==> src/rtl/trace_pkg.sv <==
// trace_pkg: shared types for the commit-trace capture unit.
//   trace_state_e  capture FSM states
//   trace_entry_t  one trace record {ts, pc, instr, result} at the default
//                  XLEN=32 / TS_W=16 layout (also the default RAM element type)
//   MODE_*         values of the mode input sampled on arm
//   is_capturing   true for states in which busy is reported
package trace_pkg;

    typedef enum logic [2:0] {
        IDLE,
        STREAM,
        ARMED,
        POST,
        DONE
    } trace_state_e;

    localparam int unsigned TRACE_XLEN = 32;
    localparam int unsigned TRACE_TS_W = 16;

    typedef struct packed {
        logic [TRACE_TS_W-1:0] ts;
        logic [TRACE_XLEN-1:0] pc;
        logic [31:0]           instr;
        logic [TRACE_XLEN-1:0] result;
    } trace_entry_t;

    localparam logic MODE_STREAM  = 1'b0;
    localparam logic MODE_TRIGGER = 1'b1;

    function automatic logic is_capturing(input trace_state_e s);
        return (s == STREAM) || (s == ARMED) || (s == POST);
    endfunction

endpackage

==> src/rtl/trace_capture_buffer_if.sv <==
// trace_capture_buffer_if: bundles the retirement capture port, the control
// inputs and the show-ahead read port of trace_capture_buffer.
//   master: core/consumer side (drives cap_*, arm, mode, stop, trig_pc, rd_ready)
//   slave : trace buffer side (drives rd_*, count, triggered, overflow, busy)
interface trace_capture_buffer_if #(
    parameter int unsigned XLEN  = 32,
    parameter int unsigned DEPTH = 16,
    parameter int unsigned TS_W  = 16
);
    localparam int unsigned CNT_W = $clog2(DEPTH) + 1;

    logic             cap_valid;
    logic [XLEN-1:0]  cap_pc;
    logic [31:0]      cap_instr;
    logic [XLEN-1:0]  cap_result;
    logic             arm;
    logic             mode;
    logic             stop;
    logic [XLEN-1:0]  trig_pc;
    logic             rd_ready;
    logic             rd_valid;
    logic [TS_W-1:0]  rd_ts;
    logic [XLEN-1:0]  rd_pc;
    logic [31:0]      rd_instr;
    logic [XLEN-1:0]  rd_result;
    logic [CNT_W-1:0] count;
    logic             triggered;
    logic             overflow;
    logic             busy;

    modport master (
        output cap_valid, cap_pc, cap_instr, cap_result,
        output arm, mode, stop, trig_pc, rd_ready,
        input  rd_valid, rd_ts, rd_pc, rd_instr, rd_result,
        input  count, triggered, overflow, busy
    );

    modport slave (
        input  cap_valid, cap_pc, cap_instr, cap_result,
        input  arm, mode, stop, trig_pc, rd_ready,
        output rd_valid, rd_ts, rd_pc, rd_instr, rd_result,
        output count, triggered, overflow, busy
    );

endinterface

==> src/rtl/trace_ram.sv <==
// trace_ram: DEPTH x entry_t storage for the trace buffer.
//   clk      write clock
//   we_i     write enable; waddr_i/wdata_i written at posedge
//   raddr_i  asynchronous read address; rdata_o = mem[raddr_i]
// Storage is intentionally not reset.
module trace_ram
    import trace_pkg::*;
#(
    parameter int unsigned DEPTH   = 16,
    parameter type         entry_t = trace_entry_t
) (
    input  logic                     clk,
    input  logic                     we_i,
    input  logic [$clog2(DEPTH)-1:0] waddr_i,
    input  entry_t                   wdata_i,
    input  logic [$clog2(DEPTH)-1:0] raddr_i,
    output entry_t                   rdata_o
);

    entry_t mem [DEPTH];

    always_ff @(posedge clk) begin
        if (we_i) begin
            mem[waddr_i] <= wdata_i;
        end
    end

    assign rdata_o = mem[raddr_i];

endmodule

==> src/rtl/trace_capture_buffer.sv <==
// trace_capture_buffer: commit-trace capture unit, one entry per retired
// instruction {ts, pc, instr, result}.
//   clk, rst  clock and asynchronous active-high reset
//   bus       trace_capture_buffer_if.slave:
//             cap_*      retirement sample (cap_valid qualifies)
//             arm/mode   start STREAM (FIFO) or TRIGGER (PC-triggered ring)
//             stop       freeze capture -> DONE
//             trig_pc    trigger address in TRIGGER mode
//             rd_*       show-ahead oldest entry, valid/ready handshake
//             count, triggered, overflow, busy   status
module trace_capture_buffer
    import trace_pkg::*;
#(
    parameter int unsigned XLEN      = 32,
    parameter int unsigned DEPTH     = 16,
    parameter int unsigned POST_TRIG = 8,
    parameter int unsigned TS_W      = 16
) (
    input logic                   clk,
    input logic                   rst,
    trace_capture_buffer_if.slave bus
);

    localparam int unsigned PTR_W = $clog2(DEPTH);
    localparam int unsigned CNT_W = PTR_W + 1;
    localparam logic [CNT_W-1:0] FULL      = CNT_W'(DEPTH);
    localparam logic [PTR_W-1:0] POST_INIT = PTR_W'(POST_TRIG);

    typedef struct packed {
        logic [TS_W-1:0] ts;
        logic [XLEN-1:0] pc;
        logic [31:0]     instr;
        logic [XLEN-1:0] result;
    } entry_t;

    trace_state_e     state_q, state_d;
    logic [PTR_W-1:0] wr_ptr_q, wr_ptr_d;
    logic [PTR_W-1:0] rd_ptr_q, rd_ptr_d;
    logic [CNT_W-1:0] count_q, count_d;
    logic [PTR_W-1:0] post_cnt_q, post_cnt_d;
    logic [TS_W-1:0]  ts_q, ts_d;
    logic             triggered_q, triggered_d;
    logic             overflow_q, overflow_d;
    logic             busy_q, busy_d;
    logic             rd_valid_q, rd_valid_d;

    logic   we;
    logic   push;
    logic   pop;
    entry_t wr_entry;
    entry_t rd_entry;

    assign wr_entry = '{ts: ts_q, pc: bus.cap_pc, instr: bus.cap_instr, result: bus.cap_result};

    always_comb begin
        state_d     = state_q;
        wr_ptr_d    = wr_ptr_q;
        rd_ptr_d    = rd_ptr_q;
        count_d     = count_q;
        post_cnt_d  = post_cnt_q;
        ts_d        = ts_q + 1'b1;
        triggered_d = triggered_q;
        overflow_d  = overflow_q;
        we          = 1'b0;
        push        = 1'b0;
        pop         = rd_valid_q && bus.rd_ready;

        case (state_q)
            IDLE, DONE: begin
                if (bus.arm) begin
                    wr_ptr_d    = '0;
                    rd_ptr_d    = '0;
                    count_d     = '0;
                    post_cnt_d  = '0;
                    triggered_d = 1'b0;
                    overflow_d  = 1'b0;
                    state_d     = (bus.mode == MODE_TRIGGER) ? ARMED : STREAM;
                end else if (pop) begin
                    rd_ptr_d = rd_ptr_q + 1'b1;
                    count_d  = count_q - 1'b1;
                end
            end

            STREAM: begin
                // A full FIFO still takes a push when the head leaves this cycle.
                push = bus.cap_valid && !bus.stop && ((count_q != FULL) || pop);
                if (bus.stop) begin
                    state_d = DONE;
                end else if (bus.cap_valid && !push) begin
                    overflow_d = 1'b1;
                end
                if (push) begin
                    we       = 1'b1;
                    wr_ptr_d = wr_ptr_q + 1'b1;
                end
                if (pop) begin
                    rd_ptr_d = rd_ptr_q + 1'b1;
                end
                case ({push, pop})
                    2'b10:   count_d = count_q + 1'b1;
                    2'b01:   count_d = count_q - 1'b1;
                    default: count_d = count_q;
                endcase
            end

            ARMED, POST: begin
                if (bus.stop) begin
                    state_d = DONE;
                end else if (bus.cap_valid) begin
                    // Ring write: once full, the oldest entry is overwritten.
                    we       = 1'b1;
                    wr_ptr_d = wr_ptr_q + 1'b1;
                    if (count_q == FULL) begin
                        rd_ptr_d = rd_ptr_q + 1'b1;
                    end else begin
                        count_d = count_q + 1'b1;
                    end
                    if (state_q == ARMED) begin
                        if (bus.cap_pc == bus.trig_pc) begin
                            triggered_d = 1'b1;
                            if (POST_TRIG == 0) begin
                                state_d = DONE;
                            end else begin
                                state_d    = POST;
                                post_cnt_d = POST_INIT;
                            end
                        end
                    end else begin
                        post_cnt_d = post_cnt_q - 1'b1;
                        if (post_cnt_q == PTR_W'(1)) begin
                            state_d = DONE;
                        end
                    end
                end
            end

            default: state_d = IDLE;
        endcase

        rd_valid_d = ((state_d == STREAM) || (state_d == DONE)) && (count_d != '0);
        busy_d     = is_capturing(state_d);
    end

    always_ff @(posedge clk or posedge rst) begin
        if (rst) begin
            state_q     <= IDLE;
            wr_ptr_q    <= '0;
            rd_ptr_q    <= '0;
            count_q     <= '0;
            post_cnt_q  <= '0;
            ts_q        <= '0;
            triggered_q <= 1'b0;
            overflow_q  <= 1'b0;
            busy_q      <= 1'b0;
            rd_valid_q  <= 1'b0;
        end else begin
            state_q     <= state_d;
            wr_ptr_q    <= wr_ptr_d;
            rd_ptr_q    <= rd_ptr_d;
            count_q     <= count_d;
            post_cnt_q  <= post_cnt_d;
            ts_q        <= ts_d;
            triggered_q <= triggered_d;
            overflow_q  <= overflow_d;
            busy_q      <= busy_d;
            rd_valid_q  <= rd_valid_d;
        end
    end

    trace_ram #(
        .DEPTH   (DEPTH),
        .entry_t (entry_t)
    ) u_ram (
        .clk     (clk),
        .we_i    (we),
        .waddr_i (wr_ptr_q),
        .wdata_i (wr_entry),
        .raddr_i (rd_ptr_q),
        .rdata_o (rd_entry)
    );

    assign bus.rd_valid  = rd_valid_q;
    assign bus.rd_ts     = rd_entry.ts;
    assign bus.rd_pc     = rd_entry.pc;
    assign bus.rd_instr  = rd_entry.instr;
    assign bus.rd_result = rd_entry.result;
    assign bus.count     = count_q;
    assign bus.triggered = triggered_q;
    assign bus.overflow  = overflow_q;
    assign bus.busy      = busy_q;

endmodule

==> src/flat_wrapper.sv <==
// flat-port wrapper written by rule: the top's interface ports become plain ports
module trace_capture_buffer_flat import trace_pkg::*;
#(
    parameter int unsigned XLEN      = 32,
    parameter int unsigned DEPTH     = 16,
    parameter int unsigned POST_TRIG = 8,
    parameter int unsigned TS_W      = 16
)
  (clk, rst, bus_cap_valid, bus_cap_pc, bus_cap_instr, bus_cap_result, bus_arm, bus_mode, bus_stop, bus_trig_pc, bus_rd_ready, bus_rd_valid, bus_rd_ts, bus_rd_pc, bus_rd_instr, bus_rd_result, bus_count, bus_triggered, bus_overflow, bus_busy);
  trace_capture_buffer_if #(.XLEN(XLEN), .DEPTH(DEPTH), .TS_W(TS_W)) bus_i ();
  input logic clk;
  input logic rst;
  input wire logic [$bits(bus_i.cap_valid)-1:0] bus_cap_valid;
  input wire logic [$bits(bus_i.cap_pc)-1:0] bus_cap_pc;
  input wire logic [$bits(bus_i.cap_instr)-1:0] bus_cap_instr;
  input wire logic [$bits(bus_i.cap_result)-1:0] bus_cap_result;
  input wire logic [$bits(bus_i.arm)-1:0] bus_arm;
  input wire logic [$bits(bus_i.mode)-1:0] bus_mode;
  input wire logic [$bits(bus_i.stop)-1:0] bus_stop;
  input wire logic [$bits(bus_i.trig_pc)-1:0] bus_trig_pc;
  input wire logic [$bits(bus_i.rd_ready)-1:0] bus_rd_ready;
  output wire logic [$bits(bus_i.rd_valid)-1:0] bus_rd_valid;
  output wire logic [$bits(bus_i.rd_ts)-1:0] bus_rd_ts;
  output wire logic [$bits(bus_i.rd_pc)-1:0] bus_rd_pc;
  output wire logic [$bits(bus_i.rd_instr)-1:0] bus_rd_instr;
  output wire logic [$bits(bus_i.rd_result)-1:0] bus_rd_result;
  output wire logic [$bits(bus_i.count)-1:0] bus_count;
  output wire logic [$bits(bus_i.triggered)-1:0] bus_triggered;
  output wire logic [$bits(bus_i.overflow)-1:0] bus_overflow;
  output wire logic [$bits(bus_i.busy)-1:0] bus_busy;
  assign bus_i.cap_valid = bus_cap_valid;
  assign bus_i.cap_pc = bus_cap_pc;
  assign bus_i.cap_instr = bus_cap_instr;
  assign bus_i.cap_result = bus_cap_result;
  assign bus_i.arm = bus_arm;
  assign bus_i.mode = bus_mode;
  assign bus_i.stop = bus_stop;
  assign bus_i.trig_pc = bus_trig_pc;
  assign bus_i.rd_ready = bus_rd_ready;
  assign bus_rd_valid = bus_i.rd_valid;
  assign bus_rd_ts = bus_i.rd_ts;
  assign bus_rd_pc = bus_i.rd_pc;
  assign bus_rd_instr = bus_i.rd_instr;
  assign bus_rd_result = bus_i.rd_result;
  assign bus_count = bus_i.count;
  assign bus_triggered = bus_i.triggered;
  assign bus_overflow = bus_i.overflow;
  assign bus_busy = bus_i.busy;
  trace_capture_buffer #(.XLEN(XLEN), .DEPTH(DEPTH), .POST_TRIG(POST_TRIG), .TS_W(TS_W)) u_core (.clk(clk), .rst(rst), .bus(bus_i));
endmodule
==> config.mk <==
export PLATFORM = sky130hd
export DESIGN_NAME = trace_capture_buffer_flat
export DESIGN_NICKNAME = d
export VERILOG_FILES = /design/src/rtl/trace_pkg.sv /design/src/rtl/trace_capture_buffer_if.sv /design/src/rtl/trace_ram.sv /design/src/rtl/trace_capture_buffer.sv /design/src/flat_wrapper.sv
export SDC_FILE = /design/constraint.sdc
export NUM_CORES = 2
export LEC_CHECK = 0
export CORE_MARGIN = 4
export CORE_UTILIZATION = 45
export CTS_BUF_LIST = sky130_fd_sc_hd__clkbuf_8
export DETAILED_ROUTE_END_ITERATION = 7
export GPL_TIMING_DRIVEN = 0
export SLEW_MARGIN = 5
export SYNTH_ARGS = -nofsm -noshare
export SYNTH_HDL_FRONTEND = slang
export SYNTH_HIERARCHICAL = 1
export SYNTH_SLANG_ARGS = --single-unit
==> constraint.sdc <==
create_clock -name clk -period 22.1 [get_ports clk]
set_input_delay 4.42 -clock clk [delete_from_list [all_inputs] [get_ports clk]]
set_output_delay 4.42 -clock clk [all_outputs]
set_load 0.01 [all_outputs]
==> metrics.txt <==
# TYPE chip_impl_metric gauge
chip_impl_info{name="status",value="finished, final reports clean"} 1
chip_impl_metric{name="max_slew.worst_pin.slew",unit="ps"} 1440
chip_impl_metric{name="clock.fmax",unit="MHz"} 104
chip_impl_metric{name="syn_nets",unit=""} 3193
chip_impl_metric{name="critical_path.max_fanout",unit=""} 10
chip_impl_metric{name="synth_area",unit="um2"} 69700
chip_impl_metric{name="fp.coreArea",unit="um2"} 154000
chip_impl_metric{name="finalHoldViolCount",unit=""} 0
chip_impl_info{name="synth.cells.most_frequent",value="sky130_fd_sc_hd__edfxtp_1 (1792), sky130_fd_sc_hd__mux4_2 (448), sky130_fd_sc_hd__a22oi_1 (225), sky130_fd_sc_hd__nand2_1 (130), sky130_fd_sc_hd__clkbuf_1 (56)"} 1
chip_impl_info{name="tritoncts",value="built"} 1
chip_impl_info{name="ys_dominant_reg_cell",value="sky130_fd_sc_hd__edfxtp_1"} 1
chip_impl_info{name="grt_busiest_layer",value="met2"} 1
chip_impl_info{name="hp-class",value="reg -> reg"} 1
chip_impl_metric{name="setup_viol_count_final",unit=""} 0
chip_impl_info{name="root_buffer",value="sky130_fd_sc_hd__clkbuf_8"} 1
chip_impl_metric{name="synth_edf_count",unit=""} 1792
chip_impl_metric{name="area_delta_synth_final",unit="%"} 18.4
chip_impl_metric{name="first_pass_grt_wire_length",unit="um"} 257000
chip_impl_metric{name="internal-power",unit="mW"} 6.03
chip_impl_metric{name="cts_buffers",unit=""} 315
chip_impl_info{name="critical_path.cell_chain",value="nor2b_1 > clkbuf_1 > clkbuf_1 > a22oi_1 > nand2_1 > clkdlybuf4s50_1"} 1
chip_impl_metric{name="totalWireLength",unit="um"} 178000
chip_impl_info{name="synthMostInstantiatedCell",value="sky130_fd_sc_hd__edfxtp_1"} 1
chip_impl_metric{name="power.share.switching",unit="%"} 26.2
chip_impl_metric{name="setup.reg_to_reg.worst_slack",unit="ps"} 17120
chip_impl_metric{name="grt_antenna_before_repair",unit=""} 18
chip_impl_metric{name="h-tree-depth",unit=""} 5
chip_impl_metric{name="floorplan.die.height",unit="um"} 402
chip_impl_info{name="timing.critical_path.slowest_stage_cell",value="sky130_fd_sc_hd__clkbuf_1"} 1
chip_impl_metric{name="cts_post_setup_buffers_inserted",unit=""} 0
chip_impl_metric{name="worst_hold_path.num_cells",unit=""} 1
chip_impl_metric{name="post_cts_resize_count",unit=""} 0
chip_impl_metric{name="cts_hold_buffers_added",unit=""} 0
chip_impl_metric{name="max_slew_margin",unit="%"} 4.13
chip_impl_metric{name="synthCells",unit=""} 3048
chip_impl_metric{name="totalNegativeSetupSlack",unit="ps"} 0
chip_impl_metric{name="drive_above_1_share",unit="%"} 26.2
chip_impl_metric{name="grt_start_max_net_pins",unit=""} 25
chip_impl_metric{name="die_area",unit="um2"} 161000
chip_impl_metric{name="ir_drop",unit="mV"} 0.0653
chip_impl_metric{name="grtUsageMet2",unit="%"} 34.4
chip_impl_metric{name="die_w",unit="um"} 402
chip_impl_metric{name="post-route-drc-count",unit=""} 0
chip_impl_metric{name="detail_route.wl_per_cell",unit="um"} 29.5
chip_impl_metric{name="synth-seq-area-share",unit="%"} 78.6
chip_impl_metric{name="port_buffers",unit=""} 254
chip_impl_metric{name="rr_worst_depth",unit=""} 14
chip_impl_metric{name="cpPeakStageDelay",unit="ps"} 1110
chip_impl_metric{name="finalCoreUtilization",unit="%"} 53.6
chip_impl_metric{name="dp_hpwl",unit="um"} 114000
chip_impl_metric{name="placed_cell_area",unit="um2"} 77100
chip_impl_info{name="rr_endpoint",value="u_core/u_ram/mem[8][54]"} 1
chip_impl_info{name="synth_top_cells_by_area",value="sky130_fd_sc_hd__edfxtp_1 (77%), sky130_fd_sc_hd__mux4_2 (14%), sky130_fd_sc_hd__a22oi_1 (2.4%), sky130_fd_sc_hd__dfrtp_1 (1.4%), sky130_fd_sc_hd__nand2_1 (0.70%)"} 1
chip_impl_metric{name="synth.top_cell.area_share",unit="%"} 77.2
chip_impl_metric{name="vias_in_the_first_global_route",unit=""} 36400
chip_impl_info{name="grt_setup_unrepaired",value="false"} 1
chip_impl_metric{name="synth.ff_latch_count",unit=""} 1832
chip_impl_info{name="synth_area_leader_cell",value="sky130_fd_sc_hd__edfxtp_1"} 1
chip_impl_metric{name="gpl.final_weighted_congestion",unit=""} 0.756
chip_impl_metric{name="clockBufferDepth",unit=""} 4
chip_impl_metric{name="use_met1",unit="%"} 32.0
chip_impl_info{name="rr_startpoint",value="u_core/bus.count[0]"} 1
chip_impl_metric{name="power.net_switching",unit="mW"} 2.14
chip_impl_metric{name="timing.final.crit_share",unit="%"} 43.5
chip_impl_metric{name="antenna_violating_nets_post_route",unit=""} 0
chip_impl_metric{name="cp_data_arrival_time",unit="ps"} 5190
chip_impl_metric{name="route.vias.total",unit=""} 35042
chip_impl_metric{name="crit_required",unit="ps"} 17680
chip_impl_metric{name="clk_pin_slew",unit="ps"} 50
chip_impl_metric{name="worst_clock_skew",unit="ps"} 59.9
chip_impl_metric{name="fill_cells",unit=""} 11899
chip_impl_info{name="timing.critical_path.to_type",value="output pin"} 1
chip_impl_metric{name="fin_nets",unit=""} 3902
chip_impl_metric{name="combinationalPowerShare",unit="%"} 19.8
chip_impl_metric{name="clkPwrFrac",unit="%"} 32.7
chip_impl_metric{name="worstSkewPairLatency",unit="ps"} 980
chip_impl_metric{name="ys_async_sr_fraction",unit="%"} 2.18
chip_impl_info{name="cp_common_cell",value="sky130_fd_sc_hd__clkbuf_1"} 1
chip_impl_info{name="setup.worst_path.start_class",value="flip-flop"} 1
chip_impl_metric{name="starting_density_of_the_core",unit="%"} 45.2
chip_impl_metric{name="max_cap_violations",unit=""} 0
chip_impl_metric{name="groute.layer.met3.usage",unit="%"} 4.68
chip_impl_metric{name="powerDensity",unit="nW/um2"} 99.1
chip_impl_metric{name="drt_first_pass_iters",unit=""} 5
chip_impl_metric{name="synthesis.area_per_instance",unit="um2"} 22.9
chip_impl_metric{name="cellLeakagePower",unit="nW"} 26.2
chip_impl_metric{name="cts_sinks",unit=""} 1832
chip_impl_metric{name="min_period",unit="ps"} 9620
chip_impl_info{name="worstSetupPathType",value="reg -> out"} 1
chip_impl_info{name="crit_start",value="u_core/rd_ptr_q[2]"} 1
chip_impl_metric{name="top_level_ports",unit=""} 256
chip_impl_metric{name="drt-initial-drc-count",unit=""} 3433
chip_impl_metric{name="grt_usage",unit="%"} 22.0
chip_impl_metric{name="seqPwrFrac",unit="%"} 47.5
chip_impl_metric{name="std_cell_rows",unit=""} 144
chip_impl_metric{name="postLayoutCellArea",unit="um2"} 82500
chip_impl_metric{name="global_route.overflow_total",unit=""} 0
chip_impl_metric{name="synth_cell_types",unit=""} 70
chip_impl_metric{name="yosys_warnings",unit=""} 6
chip_impl_metric{name="post_drt_via_cell_ratio",unit=""} 5.82
chip_impl_metric{name="drv_slew",unit=""} 0
chip_impl_info{name="hp-start",value="u_core/bus.triggered"} 1
chip_impl_info{name="timing.hold.worst_endpoint",value="u_core/bus.triggered"} 1
[final cells by class]
cell class | instances | area, um2 | area share [%]
multi-input combinational | 1042 | 14100 | 17.1
timing repair buffer | 392 | 4750 | 5.75
tap | 2044 | 2560 | 3.10
antenna | 10 | 25.0 | 0.0303
inverter | 14 | 52.6 | 0.0637
buffer | 160 | 857 | 1.04
clock inverter | 206 | 905 | 1.10
clock buffer | 324 | 4460 | 5.40
sequential | 1832 | 54800 | 66.4
[power groups by stage]
stage | logic, mW | registers (mW) | clock network, mW
2_1_floorplan | 1.00 | 3.96 | 0
3_3_place_gp | 1.62 | 3.98 | 0
3_5_place_dp | 1.65 | 3.96 | 0
4_1_cts | 1.65 | 3.88 | 2.75
5_1_grt | 1.73 | 3.89 | 2.92
6_report | 1.62 | 3.88 | 2.67
[cells in the final DEF, fill, tap and decap left out, types with 43 or more instances in the layout]
cell type | synthesis | layout
sky130_fd_sc_hd__nand2_1 | 130 | 130
sky130_fd_sc_hd__buf_4 | 32 | 74
sky130_fd_sc_hd__clkinv_1 | 0 | 76
sky130_fd_sc_hd__buf_12 | 0 | 54
sky130_fd_sc_hd__a22oi_1 | 225 | 225
sky130_fd_sc_hd__inv_1 | 14 | 112
sky130_fd_sc_hd__clkdlybuf4s50_1 | 0 | 254
sky130_fd_sc_hd__mux4_2 | 448 | 448
sky130_fd_sc_hd__clkbuf_8 | 0 | 324
sky130_fd_sc_hd__xnor2_1 | 44 | 43
sky130_fd_sc_hd__clkbuf_1 | 56 | 55
sky130_fd_sc_hd__edfxtp_1 | 1792 | 1792
[critical path, delay by kind of cell, from the launching register on]
kind	cells	cell delay, ps
buffers and inverters	3	2530
and+or+nand+nor	2	990
DFF	1	520
AOI/OAI and AO/OA	1	150
[routing by layer]
layer / vias up / wire length, um
li1: 14508 / -
met1: 18784 / 75400
met2: 1473 / 84800
met3: 275 / 13700
met4: 2 / 3680
met5: - / 12
[how the worst max path moves through the flow]
stage / endpoint / slack [ps] / cells past startpoint
after floorplan: u_core/u_ram/mem[0][0] / 7820 / 7
after global placement: u_core/u_ram/mem[0][41] / -3320 / 7
after detailed placement: u_core/u_ram/mem[8][53] / 13200 / 13
after CTS: bus_rd_pc[6] / 12630 / 6
after global routing: bus_rd_pc[6] / 12520 / 6
final: bus_rd_pc[6] / 12490 / 6
[sequential cells by signal, summed over array words and instances (netlist names)]
signal / cells
u_core/ts_q: 16
u_core/bus.overflow: 1
u_core/bus.count: 5
u_core/rd_ptr_q: 4
u_core/u_ram/mem: 1792
u_core/wr_ptr_q: 4
u_core/post_cnt_q: 4
u_core/bus.triggered: 1
u_core/bus.rd_valid: 1
u_core/bus.busy: 1
u_core/state_q: 3
[cell families after synthesis]
kind of cell             Yosys count  share of synthesized area, %
flip-flops                      1832                          78.6
multiplexers                     452                          14.5
AO/OA/AOI/OAI                    294                          3.11
AND/OR/NAND/NOR                  239                          1.64
buffers and inverters            174                          1.30
XOR/XNOR                          47                         0.591
adder cells (fa/ha/maj)           10                         0.180
[per-stage QoR]
step	std cells	hold slack, ps	setup WS [ps]	power, mW
6_report	6024	516	12490	8.18
5_1_grt	6017	535	12520	8.54
2_1_floorplan	3048	487	7820	4.96
3_3_place_gp	5346	475	-3320	5.60
4_1_cts	6014	518	12630	8.28
3_5_place_dp	5484	503	13200	5.60
No activity file was read; power rests on OpenSTA's default activity.
